==> config.mk <==
export PLATFORM = sky130hd
export DESIGN_NAME = fetch_unit
export DESIGN_NICKNAME = d
export VERILOG_FILES = /design/src/rtl/fetch_unit_pkg.sv /design/src/rtl/fetch_unit.sv
export SDC_FILE = /design/constraint.sdc
export NUM_CORES = 1
export LEC_CHECK = 0
export BUFFER_PORTS_ARGS = -buffer_cell sky130_fd_sc_hd__buf_2
export CAP_MARGIN = 30
export CORE_AREA = 2 2 104 106
export DETAILED_ROUTE_END_ITERATION = 10
export DIE_AREA = 0 0 106 108
export PLACE_DENSITY = 0.69
export SLEW_MARGIN = 30
export SYNTH_ARGS = -nofsm -noshare
export SYNTH_HDL_FRONTEND = slang
export SYNTH_SLANG_ARGS = --single-unit
==> constraint.sdc <==
create_clock -name clk -period 2.2 [get_ports clk]
set_input_delay 0.44 -clock clk [delete_from_list [all_inputs] [get_ports clk]]
set_output_delay 0.44 -clock clk [all_outputs]
set_load 0.005 [all_outputs]
==> src/rtl/fetch_unit_pkg.sv <==
`default_nettype none
// ============================================================================
//  Module      : fetch_unit_pkg
//  Description : Shared constants for the instruction fetch unit. This covers
//                the datapath width, the fetch FSM state encodings and a helper
//                that places a word index into a full-width address.
//  Revision    : 1.0  initial release
// ============================================================================
package fetch_unit_pkg;

  localparam int XLEN = 32;

  // Fetch FSM state encodings
  localparam logic [1:0] S_IDLE = 2'd0;  // halted; loader port is serviced here
  localparam logic [1:0] S_REQ  = 2'd1;  // read strobe on the memory bus
  localparam logic [1:0] S_RSP  = 2'd2;  // memory read data arrives this cycle
  localparam logic [1:0] S_HOLD = 2'd3;  // instruction presented to decode

  // Place a 4-bit word index into a full-width address. The upper bits are
  // zero. The top-level uses its own width for general DEPTH values.
  function automatic logic [XLEN-1:0] zext4(input logic [3:0] a);
    return {{(XLEN-4){1'b0}}, a};
  endfunction

endpackage
`default_nettype wire

==> src/rtl/fetch_unit.sv <==
`default_nettype none
// ============================================================================
//  Module      : fetch_unit
//  Description : Initiator side of a single-port instruction/data memory.
//                It issues word reads at the current pc and captures the read
//                data, which has a 1-cycle latency. It presents instructions
//                to decode over a valid/ready handshake. It supports branch
//                redirect and run/halt control. A loader port writes program
//                words into memory while the unit is halted.
//  Ports       : clk, rst                      - clock, sync active-high reset
//                run                           - fetch enable
//                redirect_valid/redirect_pc    - branch target injection
//                inst_valid/inst_ready/
//                inst_data/inst_pc             - decode handshake
//                load_valid/load_addr/
//                load_data/load_ready          - program loader
//                PC/rd/wr/i_data/o_data        - memory interface
//  Revision    : 1.0  initial release
// ============================================================================
module fetch_unit
  import fetch_unit_pkg::*;
#(
  parameter int unsigned DEPTH    = 16,
  parameter int unsigned RESET_PC = 0
) (
  input  logic            clk,
  input  logic            rst,
  input  logic            run,
  input  logic            redirect_valid,
  input  logic [XLEN-1:0] redirect_pc,
  output logic            inst_valid,
  input  logic            inst_ready,
  output logic [XLEN-1:0] inst_data,
  output logic [XLEN-1:0] inst_pc,
  input  logic            load_valid,
  input  logic [XLEN-1:0] load_addr,
  input  logic [XLEN-1:0] load_data,
  output logic            load_ready,
  output logic [XLEN-1:0] PC,
  output logic            rd,
  output logic            wr,
  output logic [XLEN-1:0] i_data,
  input  logic [XLEN-1:0] o_data
);

  localparam int AW = (DEPTH > 1) ? $clog2(DEPTH) : 1;

  logic [1:0]      state_q, state_d;
  logic [AW-1:0]   pc_q, pc_d;
  logic [AW-1:0]   addr_q, addr_d;
  logic            rd_q, rd_d;
  logic            wr_q, wr_d;
  logic [XLEN-1:0] wdata_q, wdata_d;
  logic            inst_valid_q, inst_valid_d;
  logic [XLEN-1:0] inst_data_q, inst_data_d;
  logic [AW-1:0]   inst_pc_q, inst_pc_d;

  logic            handshake;
  logic            load_accept;

  // Only the low AW address bits are meaningful. The upper bits are ignored.
  logic            unused_addr_bits;
  assign unused_addr_bits = ^{redirect_pc[XLEN-1:AW], load_addr[XLEN-1:AW]};

  assign handshake   = (state_q == S_HOLD) && inst_valid_q && inst_ready;
  // The loader is only serviced when the unit is idle and stays idle.
  assign load_accept = !rst && (state_q == S_IDLE) && !run && load_valid;

  always_comb begin
    state_d      = state_q;
    pc_d         = pc_q;
    inst_valid_d = inst_valid_q;
    inst_data_d  = inst_data_q;
    inst_pc_d    = inst_pc_q;

    case (state_q)
      S_IDLE: begin
        if (run) state_d = S_REQ;
      end
      S_REQ: begin
        state_d = S_RSP;
      end
      S_RSP: begin
        inst_data_d  = o_data;
        inst_pc_d    = pc_q;
        inst_valid_d = 1'b1;
        state_d      = S_HOLD;
      end
      S_HOLD: begin
        if (handshake) begin
          inst_valid_d = 1'b0;
          pc_d         = pc_q + AW'(1);  // power-of-two DEPTH wraps naturally
          state_d      = run ? S_REQ : S_IDLE;
        end
      end
      default: state_d = S_IDLE;
    endcase

    // A redirect overrides the sequential pc. It kills any presented
    // instruction and discards a read that is still in flight. A handshake in
    // the same cycle still completes, because inst_valid simply drops.
    if (redirect_valid) begin
      pc_d         = redirect_pc[AW-1:0];
      inst_valid_d = 1'b0;
      inst_data_d  = inst_data_q;
      inst_pc_d    = inst_pc_q;
      state_d      = run ? S_REQ : S_IDLE;
    end

    // Memory strobes are registered. They are computed from the state being
    // entered, so rd is high exactly while the FSM sits in S_REQ.
    rd_d    = (state_d == S_REQ);
    wr_d    = 1'b0;
    addr_d  = addr_q;
    wdata_d = wdata_q;
    if (rd_d) begin
      addr_d = pc_d;
    end else if (load_accept) begin
      wr_d    = 1'b1;
      addr_d  = load_addr[AW-1:0];
      wdata_d = load_data;
    end
  end

  always_ff @(posedge clk) begin
    if (rst) begin
      state_q      <= S_IDLE;
      pc_q         <= AW'(RESET_PC);
      addr_q       <= '0;
      rd_q         <= 1'b0;
      wr_q         <= 1'b0;
      wdata_q      <= '0;
      inst_valid_q <= 1'b0;
      inst_data_q  <= '0;
      inst_pc_q    <= '0;
    end else begin
      state_q      <= state_d;
      pc_q         <= pc_d;
      addr_q       <= addr_d;
      rd_q         <= rd_d;
      wr_q         <= wr_d;
      wdata_q      <= wdata_d;
      inst_valid_q <= inst_valid_d;
      inst_data_q  <= inst_data_d;
      inst_pc_q    <= inst_pc_d;
    end
  end

  assign PC         = {{(XLEN-AW){1'b0}}, addr_q};
  assign rd         = rd_q;
  assign wr         = wr_q;
  assign i_data     = wdata_q;
  assign load_ready = load_accept;
  assign inst_valid = inst_valid_q;
  assign inst_data  = inst_data_q;
  assign inst_pc    = {{(XLEN-AW){1'b0}}, inst_pc_q};

endmodule
`default_nettype wire

==> impl_results.md, run 1 <==
* Slew headroom at 44.3%
* CP max stage cell: dfxtp_1
* Buffers on Ports at 153
* Avg Cell Area, Syn at 7.98 sq um
* Cell taking the most area after synthesis: dfxtp_1
* Worst vdd ir at 0.000288 V
* Worst-path clk slew at 80 ps
* Buf/Inv on CP at 3
* Vias per cell at 4.33
* Clock Skew at 12.8 ps
* Initial antenna violation count at 0
* CTS root buf: clkbuf_8
* Clk_lat worst skew at 340 ps
* Worst-Margin Slew at 836 ps
* Number of global-route vias before repair at 2697
* FF+latch count, synth at 81
* Critical path startpoint category: flip-flop
* Clock Tree Buf Depth at 2
* Crit path from: state_q[0]$_SDFF_PP0_
* Delay-heaviest family, CP: buffers and inverters
* Met2 routed wirelength at 3.94 mm
* DR WL/cell at 11.3 um
* Register area at 1620 sq um
* FILL cells at 1080
* Yosys top cell area share at 48.0%
* Upper clock frequency limit at 494 MHz
* Vias at 3067
* Status: completed
* Fin nets at 703
* Placed Instance Area at 4030 sq um
* Routed Wire Length at 8.01 mm
* Critical path, cell by cell: nor4_1 -> buf_4 -> nand2_1 -> inv_4 -> buf_2
* Pwr dens at 710 nW/um^2
* Final core occ at 41.7%
* Seq/Total Area, Yosys at 48.0%
* Number of antenna diodes at 0
* Global-route wire length before repair at 12.4 mm
* Max Slew Vio Count at 0
* Final Cell Area at 4260 sq um
* Post-synth cell types at 35
* Startpoint of the worst hold path: load_data[20]
* Area contributors post-synth: dfxtp_1 (48%), nand2_1 (16%), buf_4 (13%), a21oi_1 (10%), buf_2 (1.8%)
* Multi-input gate area at 1390 sq um
* Placeable Area at 10200 sq um
* Met3 Wirelength at 534 um
* Hold-fix buffers, CTS at 0
* Gr usage total at 13.6%
* Total CTS buffers at 9
* Critical Path AT at 1590 ps
* CTS sink cnt at 81
* Period utilization at 92.1%
* Htree depth at 3
* Initial DRC Count at 186
* Row count at 37
* DRT antenna net count at 0
* Die Footprint at 11400 sq um
* Hold Vio Cnt, Final at 0
* RSZ-0062 raised after global routing: false
* Worst Path Required at 1760 ps
* DR DRC count at 0
* Placed wire-length estimate at 5.85 mm
* Top Layer Used: met4
* TritonCTS clock tree: done
* Critical path fanouts, max at 11
* Setup repair bufs after CTS at 0
* Tmin final at 2030 ps
* Max incr delay on CP at 360 ps
* Commonest non-fill, non-tap cell in the layout: buf_2
* Pleak at 2.01 nW
* Yosys warning total at 0
* Met1 WL at 3.34 mm
* Post-route setup TNS at 0 ps
* Reg2reg start: state_q[0]$_SDFF_PP0_
* Pre-antenna DRT Iters at 4
* Chip width at 106 um
* Synthesis-to-layout area growth at 26.3%
* Fin Hold WS at 322 ps
* Hold crit path type: primary input to flip-flop
* Mapped Area at 3380 sq um
* Final setup viols at 0
* Crit Path Class: flip-flop to output port
* Layout cells sized above 1 at 31.1%
* Grt ovf at 0
* Largest net degree at the start of global routing at 80
* Die Ht at 108 um
* GP Congestion at 0.760
* Initial Utilization at 33.0%
* MaxCap Viol Count at 0
* Synth Instances at 423
* Ports at 266
* Most frequent cells in the layout: buf_2 (153), nand2_1 (141), dfxtp_1 (81), a21oi_1 (70), conb_1 (56)
* Crit. End Element: output port
## registers in the layout (all words and copies together), names as in the netlist
register    cells
rd              1
inst_data      32
state_q         2
i_data         32
wr              1
addr_q          4
pc_q            4
inst_pc_q       4
inst_valid      1
## Yosys cell counts
master and n:
a21boi_0 2, a21oi_1 70, a22o_1 2, and2_1 1, and3_1 1, and4_1 1, buf_2 12, buf_4 60
buf_6 1, clkbuf_1 8, conb_1 1, dfxtp_1 81, ha_1 1, inv_1 5, inv_2 1, mux2i_1 2
nand2_1 141, nand2b_1 1, nand3_1 2, nand4_1 3, nand4_2 1, nor2_1 10, nor3_1 2, nor3b_1 1
nor4_1 2, o21a_1 1, o21ai_0 2, o21ai_1 1, o221ai_1 1, o311ai_0 1, o311ai_1 1, o31ai_1 1
o31ai_4 1, or3b_1 1, xnor2_1 1
## kinds of logic (layout without fill, tap and decap cells)
group	count (synthesis)	after routing	share of synthesized area [%]
and+or+nand+nor	167	167	20.0
other	1	56	0.111
DFF	81	81	48.0
muxes	2	2	0.593
adders and majority gates	1	1	0.371
AOI/OAI and AO/OA	83	83	13.6
xor gates and xnor gates	1	1	0.259
buffers and inverters	87	182	17.0
## metal layers
metal  up-vias  track usage (%)
met5         -                0
met4         0             6.20
met3        15             3.68
met2       122             23.2
met1      1391             15.9
li1       1539                -
## timing repair
| item | in CTS | in global routing |
|---|---|---|
| hold endpoints to repair | 0 | 0 |
| gates resized for setup | 0 | 1 |
| setup endpoints to repair | 0 | 1 |
## per-stage QoR
step	worst slack (ps)	total power (W)	cells
2_1_floorplan	589	0.00177	478
3_3_place_gp	250	0.00182	693
3_5_place_dp	211	0.00183	693
4_1_cts	90.5	0.00308	709
5_1_grt	57.6	0.00318	709
6_report	174	0.00303	709
## power breakdown
group | switching, W | internal (W) | leakage (nW) | total, W
registers | 0.0000237 | 0.00151 | 0.657 | 0.00153
logic | 0.000149 | 0.000115 | 1.24 | 0.000264
clock network | 0.000526 | 0.000705 | 0.117 | 0.00123
## cell type report
class                      count  area share, %
clock inverter                 4           1.73
multi-input combinational    310           32.5
timing repair buffer         160           19.5
sequential                    81           38.0
clock buffer                  12           3.64
tap                          136           3.99
inverter                       6          0.587
## final timing paths
kind | slack (ps) | endpoint | cells after the start
worst max-delay path | 170 | load_ready | 5
worst min register to register | 450 | i_data[31]$_SDFFE_PP0P_ | 2
worst max register to register | 570 | addr_q[0]$_SDFFE_PP0P_ | 6
worst min-delay path | 320 | i_data[20]$_SDFFE_PP0P_ | 3
## worst reg2reg max path, stage by stage, from the launching register on
cell	delay [ps]
dfxtp_1	360
nor4_1	320
buf_4	180
nand2_1	90
buf_4	260
nand4_1	140
o311ai_0	120
No activity file was read; power rests on OpenSTA's default activity.
==> run 2, diff against run 1 <==
--- a/config.mk
+++ b/config.mk
@@ -10,6 +10,7 @@
 export CORE_AREA = 2 2 104 106
 export DETAILED_ROUTE_END_ITERATION = 10
 export DIE_AREA = 0 0 106 108
+export GPL_TIMING_DRIVEN = 0
 export PLACE_DENSITY = 0.69
 export SLEW_MARGIN = 30
 export SYNTH_ARGS = -nofsm -noshare
==> run 2 against run 1 <==
- total power down 3.6%
- clock skew down 8.5 ps
- cell count up 10%
- final area up 11%
- register-to-register slack better by 40 ps
- sequential share of layout area down 3.7 points
- via count up 8.0%
- count of clock-buffer cells in the layout up 3
- largest power group unchanged
==> impl_results.md, run 2 (synthesized netlist as in run 1, its figures left out) <==
* Clk_lat worst skew at 340 ps (about the same)
* Placeable Area at 10200 sq um (unchanged)
* Setup repair bufs after CTS at 0 (unchanged)
* Initial antenna violation count at 0 (unchanged)
* Met3 Wirelength at 585 um (was 534 um)
* Int Power at 0.00222 W (was 0.00233 W)
* DRT antenna net count at 0 (unchanged)
* FF-to-FF path depth at 5 (was 6)
* Register share of total power at 52.5% (was 50.6%)
* FF-to-FF setup slack at 610 ps (was 570 ps)
* Critical Path AT at 1610 ps (was 1590 ps)
* Top Layer Used: met4 (unchanged)
* Initial Utilization at 33.0% (unchanged)
* Reg-to-Reg End: addr_q[3]$_SDFFE_PP0P_ (was addr_q[0]$_SDFFE_PP0P_)
* Tmin final at 2050 ps (was 2030 ps)
* Vias per cell at 4.24 (was 4.33)
* Worst-Margin Slew at 527 ps (was 836 ps)
* Worst vdd ir at 0.000285 V (was 0.000288 V)
* Layout cells sized above 1 at 37.5% (was 31.1%)
* Upper clock frequency limit at 487 MHz (was 494 MHz)
* NetSw at 0.000693 W (was 0.000699 W)
* Global-route wire length before repair at 13.7 mm (was 12.4 mm)
* Gr usage total at 15.2% (was 13.6%)
* Max Slew Vio Count at 0 (unchanged)
* Slew headroom at 64.9% (was 44.3%)
* Row count at 37 (unchanged)
* Post-route setup TNS at 0 ps (unchanged)
* Chip width at 106 um (unchanged)
* Sw Share at 23.8% (was 23.1%)
* Most frequent cells in the layout: buf_2 (163), nand2_1 (141), dfxtp_1 (81), a21oi_1 (70), buf_4 (60) (was buf_2 (153), nand2_1 (141), dfxtp_1 (81), a21oi_1 (70), conb_1 (56))
* Commonest non-fill, non-tap cell in the layout: buf_2 (unchanged)
* TritonCTS clock tree: done (unchanged)
* Largest net degree at the start of global routing at 13 (was 80)
* Routed Wire Length at 8.93 mm (was 8.01 mm)
* Number of antenna diodes at 0 (unchanged)
* Worst Path Required at 1760 ps (about the same)
* CP endpoint: load_ready (unchanged)
* Clock Power Share at 35.5% (was 40.7%)
* Vias at 3313 (was 3067)
* Critical path fanouts, max at 10 (was 11)
* GP Congestion at 0.743 (was 0.760)
* Status: completed (unchanged)
* Met2 routed wirelength at 4.38 mm (was 3.94 mm)
* Clock Tree Buf Depth at 2 (unchanged)
* MaxCap Viol Count at 0 (unchanged)
* Final Power at 0.00292 W (was 0.00303 W)
* RSZ-0062 raised after global routing: false (unchanged)
* Worst-path clk slew at 80 ps (about the same)
* DR DRC count at 0 (unchanged)
* Fin nets at 775 (was 703)
* Grt ovf at 0 (unchanged)
* Placed wire-length estimate at 7.00 mm (was 5.85 mm)
* Placed insts at 765 (was 693)
* Crit Path Class: flip-flop to output port (unchanged)
* Reg2reg start: state_q[1]$_SDFF_PP0_ (was state_q[0]$_SDFF_PP0_)
* Pleak at 2.33 nW (was 2.01 nW)
* FILL cells at 1037 (was 1080)
* Number of global-route vias before repair at 2960 (was 2697)
* Non-Filler Instances at 781 (was 709)
* Synthesis-to-layout area growth at 39.8% (was 26.3%)
* Period utilization at 93.3% (was 92.1%)
* CTS root buf: clkbuf_8 (unchanged)
* Buffers on Ports at 151 (was 153)
* Crit. End Element: output port (unchanged)
* Crit path from: state_q[0]$_SDFF_PP0_ (unchanged)
* Clock Skew at 4.33 ps (was 12.8 ps)
* Hold crit path type: primary input to flip-flop (unchanged)
* Final setup viols at 0 (unchanged)
* Pre-antenna DRT Iters at 4 (unchanged)
* Ports at 266 (unchanged)
* Met1 WL at 3.84 mm (was 3.34 mm)
* Initial DRC Count at 115 (was 186)
* Comb pwr share at 12.0% (was 8.7%)
* Pwr dens at 618 nW/um^2 (was 710 nW/um^2)
* Critical path startpoint category: flip-flop (unchanged)
* Htree depth at 3 (unchanged)
* Hold-fix buffers, CTS at 0 (unchanged)
* CTS sink cnt at 81 (unchanged)
* Die Footprint at 11400 sq um (unchanged)
* DR WL/cell at 11.4 um (was 11.3 um)
* Die Ht at 108 um (unchanged)
* Total CTS buffers at 9 (unchanged)
* Hold Vio Cnt, Final at 0 (unchanged)
## run 2: changes by cell type in the layout (fill, tap and decap cells not counted)
cell and change:
clkinvlp_4 +1, buf_12 -1, clkinv_2 -1, clkbuf_8 +2, inv_6 -1, buf_2 +10
clkbuf_1 +9, bufinv_16 -2, buf_4 +54, nor4_1 -1, nor4_4 +1, buf_6 +1
## run 2: metrics by stage
stage / util (%) / setup WS [ps] / hold slack (ps) / cell area, sq um
final: 46.1 / 147 / 315 / 4720
after global routing: 46.1 / 11.6 / 292 / 4720
after CTS: 46.0 / 38.3 / 288 / 4710
after detailed placement: 44.1 / 105 / 444 / 4510
after global placement: 44.1 / 111 / 440 / 4510
after floorplan: - / 589 / 444 / 3580
## run 2: worst min-delay path by stage
stage,start,slack (ps),to,cells past startpoint
floorplan,pc_q[3]$_SDFF_PP0_,440,inst_pc_q[3]$_SDFFE_PP0P_,2
global placement,inst_data[2]$_SDFFE_PP0P_,440,inst_data[2]$_SDFFE_PP0P_,2
detailed placement,i_data[26]$_SDFFE_PP0P_,440,i_data[26]$_SDFFE_PP0P_,2
CTS,load_addr[2],290,addr_q[2]$_SDFFE_PP0P_,3
global route,load_addr[2],290,addr_q[2]$_SDFFE_PP0P_,3
finish,load_addr[2],310,addr_q[2]$_SDFFE_PP0P_,3
## run 2: worst max-delay path, stage by stage (launching register included)
cell and delay [ps]:
dfxtp_1 380, nor4_4 300, nand2_1 140, inv_4 140, buf_4 190, buf_2 130
## run 2: area by class of cell
class                      instances  area, sq um  share of cell area [%]
buffer                            81          552                    11.7
clock buffer                      15          186                    3.95
clock inverter                     1         7.51                   0.159
inverter                           6         25.0                   0.530
multi-input combinational        310         1400                    29.7
sequential                        81         1620                    34.4
tap                              136          170                    3.61
timing repair buffer             151          756                    16.0
## run 2: repair_timing
action,in CTS,in global routing
endpoints found under the hold margin,0,0
setup endpoints to repair,1,1
resized for setup,1,2
## run 2: power by group through the flow
stage | Sequential [W] | Clock [W] | Combinational, W
floorplan | 0.00157 | 0 | 0.000204
global placement | 0.00156 | 0 | 0.000340
detailed placement | 0.00157 | 0 | 0.000344
CTS | 0.00153 | 0.00108 | 0.000346
global route | 0.00154 | 0.00115 | 0.000393
finish | 0.00153 | 0.00103 | 0.000350
## run 2: routing by layer
metal | vias to the layer above | track usage (%)
met5 | - | 0
met4 | 0 | 6.30
met3 | 8 | 4.28
met2 | 120 | 25.9
met1 | 1488 | 18.0
li1 | 1697 | -
==> run 3, diff against run 2 <==
--- a/config.mk
+++ b/config.mk
@@ -7,11 +7,11 @@
 export LEC_CHECK = 0
 export BUFFER_PORTS_ARGS = -buffer_cell sky130_fd_sc_hd__buf_2
 export CAP_MARGIN = 30
-export CORE_AREA = 2 2 104 106
+export CORE_AREA = 2 2 102 104
 export DETAILED_ROUTE_END_ITERATION = 10
-export DIE_AREA = 0 0 106 108
+export DIE_AREA = 0 0 104 106
 export GPL_TIMING_DRIVEN = 0
-export PLACE_DENSITY = 0.69
+export PLACE_DENSITY = 0.71
 export SLEW_MARGIN = 30
 export SYNTH_ARGS = -nofsm -noshare
 export SYNTH_HDL_FRONTEND = slang
==> constraint.sdc (replaced) <==
create_clock -name clk -period 2 [get_ports clk]
set_input_delay 0.4 -clock clk [delete_from_list [all_inputs] [get_ports clk]]
set_output_delay 0.4 -clock clk [all_outputs]
set_load 0.005 [all_outputs]
==> run 3 against run 2 <==
- global-route usage increased by 0.20 points
- routed wire length decreased by 2.7%
- clock power increased by 40%
- critical path type unchanged
- largest power group unchanged
==> impl_results.md, run 3 (synthesized netlist as in run 1, its figures left out) <==
* Status: completed (unchanged)
* Crit Path Class: flip-flop to output port (unchanged)
* Max Slew Vio Count at 0 (unchanged)
* Htree depth at 3 (unchanged)
* Placed wire-length estimate at 6.83 mm (was 7.00 mm)
* CTS sink cnt at 81 (unchanged)
* Initial antenna violation count at 0 (unchanged)
* Total CTS buffers at 9 (unchanged)
* Buf/Inv on CP at 3 (unchanged)
* Critical path startpoint category: flip-flop (unchanged)
* Chip width at 104 um (was 106 um)
* DR WL/cell at 11.1 um (was 11.4 um)
* Number of global-route vias before repair at 2997 (was 2960)
* Placeable Area at 10000 sq um (was 10200 sq um)
* Grt ovf at 0 (unchanged)
* Worst Path Required at 1600 ps (was 1760 ps)
* Vias per cell at 4.21 (was 4.24)
* Critical path fanouts, max at 10 (unchanged)
* Crit. End Element: output port (unchanged)
* Critical path, cell by cell: nor4_4 -> nand2_1 -> inv_4 -> buf_4 -> buf_2 (unchanged)
* Vias at 3289 (was 3313)
* Fin nets at 776 (was 775)
* Pwr dens at 735 nW/um^2 (was 618 nW/um^2)
* DR DRC count at 0 (unchanged)
* Clock Skew at 8.49 ps (was 4.33 ps)
* Final setup viols at 0 (unchanged)
* Synthesis-to-layout area growth at 41.5% (was 39.8%)
* Critical Path AT at 1480 ps (was 1610 ps)
* Placed insts at 765 (unchanged)
* Final Power at 0.00351 W (was 0.00292 W)
* MaxCap Viol Count at 0 (unchanged)
* Worst-Margin Slew at 543 ps (was 527 ps)
* Ports at 266 (unchanged)
* Register share of total power at 48.0% (was 52.5%)
* Clock Power Share at 41.1% (was 35.5%)
* Commonest non-fill, non-tap cell in the layout: buf_2 (unchanged)
* Post-route setup TNS at 0 ps (unchanged)
* Pre-antenna DRT Iters at 5 (was 4)
* Layout cells sized above 1 at 37.9% (was 37.5%)
* NetSw at 0.000791 W (was 0.000693 W)
* Row count at 37 (unchanged)
* TritonCTS clock tree: done (unchanged)
* Sw Share at 22.5% (was 23.8%)
* Hold-fix buffers, CTS at 0 (unchanged)
* Worst vdd ir at 0.000393 V (was 0.000285 V)
* Upper clock frequency limit at 531 MHz
* Pleak at 2.36 nW (was 2.33 nW)
* DRT antenna net count at 0 (unchanged)
* Largest net degree at the start of global routing at 14 (was 13)
* Hold Vio Cnt, Final at 0 (unchanged)
* Clock Tree Buf Depth at 2 (unchanged)
* Tmin final at 1880 ps
* Global-route wire length before repair at 13.6 mm (was 13.7 mm)
* Worst-path clk slew at 80 ps (about the same)
* Clk_lat worst skew at 340 ps (about the same)
* Period utilization at 94.1%
* Die Ht at 106 um (was 108 um)
* Final core occ at 47.8% (was 46.1%)
* Initial DRC Count at 93 (was 115)
* Most frequent cells in the layout: buf_2 (163), nand2_1 (141), dfxtp_1 (80), a21oi_1 (70), buf_4 (61) (was buf_2 (163), nand2_1 (141), dfxtp_1 (81), a21oi_1 (70), buf_4 (60))
* Comb pwr share at 10.9% (was 12.0%)
* Max incr delay on CP at 370 ps (was 380 ps)
* CP max stage cell: dfxtp_2 (was dfxtp_1)
* Routed Wire Length at 8.68 mm (was 8.93 mm)
* Delay-heaviest family, CP: simple AND/OR/NAND/NOR gates (was buffers and inverters)
* GP Congestion at 0.794 (was 0.743)
* Die Footprint at 11000 sq um (was 11400 sq um)
* Gr usage total at 15.4% (was 15.2%)
* Buffers on Ports at 151 (unchanged)
* Number of antenna diodes at 0 (unchanged)
* Slew headroom at 63.8% (was 64.9%)
* Initial Utilization at 33.8% (was 33.0%)
* CTS root buf: clkbuf_8 (unchanged)
* RSZ-0062 raised after global routing: false (unchanged)
* Int Power at 0.00272 W (was 0.00222 W)
* Non-Filler Instances at 782 (was 781)
* Hold crit path type: primary input to flip-flop (unchanged)
run 3: cell types whose count changed in the layout (fill, tap and decap cells not counted), sizes merged:
cell,change
clkinv,+1
bufinv,+3
clkbuf,-4
buf,+1
run 3: power by group through the flow:
| stage | Combinational, W | Sequential (W) | Clock (W) |
|---|---|---|---|
| 2_1_floorplan | 0.000225 | 0.00172 | 0 |
| 3_3_place_gp | 0.000371 | 0.00172 | 0 |
| 3_5_place_dp | 0.000377 | 0.00172 | 0 |
| 4_1_cts | 0.000380 | 0.00169 | 0.00149 |
| 5_1_grt | 0.000430 | 0.00169 | 0.00157 |
| 6_report | 0.000383 | 0.00169 | 0.00144 |
run 3: path summary, 6_finish.rpt:
path,to,slack [ps],from,cells past startpoint
worst max-delay path,load_ready,120,state_q[1]$_SDFF_PP0_,5
worst min-delay path,inst_data[19]$_SDFFE_PP0P_,290,o_data[19],3
worst max register to register,addr_q[3]$_SDFFE_PP0P_,460,state_q[0]$_SDFF_PP0_,5
worst min register to register,i_data[0]$_SDFFE_PP0P_,450,i_data[0]$_SDFFE_PP0P_,2
run 3: layout make-up:
| class | instances | area [sq um] |
|---|---|---|
| Buffer | 81 | 552 |
| Clock buffer | 11 | 141 |
| Clock inverter | 5 | 103 |
| Fill cell | 1027 | 5220 |
| Inverter | 6 | 25.0 |
| Multi-Input combinational cell | 310 | 1400 |
| Sequential cell | 81 | 1620 |
| Tap cell | 136 | 170 |
| Timing Repair Buffer | 152 | 763 |
run 3: worst reg2reg max path, cell delays in order (launching register included):
cell	delay (ps)
dfxtp_1	380
and4_1	210
buf_6	130
o31ai_4	360
nor3_1	110
a22o_1	240
run 3: per-stage QoR:
step | instance area [sq um] | setup WS [ps] | hold slack, ps
2_1_floorplan | 3580 | 469 | 444
3_3_place_gp | 4510 | 12.7 | 440
3_5_place_dp | 4510 | 50.0 | 443
4_1_cts | 4770 | 61.8 | 263
5_1_grt | 4780 | 7.10 | 255
6_report | 4780 | 118 | 286
run 3: timing repair:
action	4_1_cts	5_1_grt
pin swaps	2	2
setup endpoints to repair	1	1
resized for setup	2	2
hold endpoints to repair	0	0
buffers inserted	1	0
run 3: per-layer routing:
metal	vias to the layer above	part of all wire, %	global-route usage, %	wire [um]
met5	-	0	0	0
met4	0	2.2	6.76	193
met3	13	7.0	4.66	605
met2	116	49	26.7	4270
met1	1468	42	17.4	3620
li1	1692	-	-	-
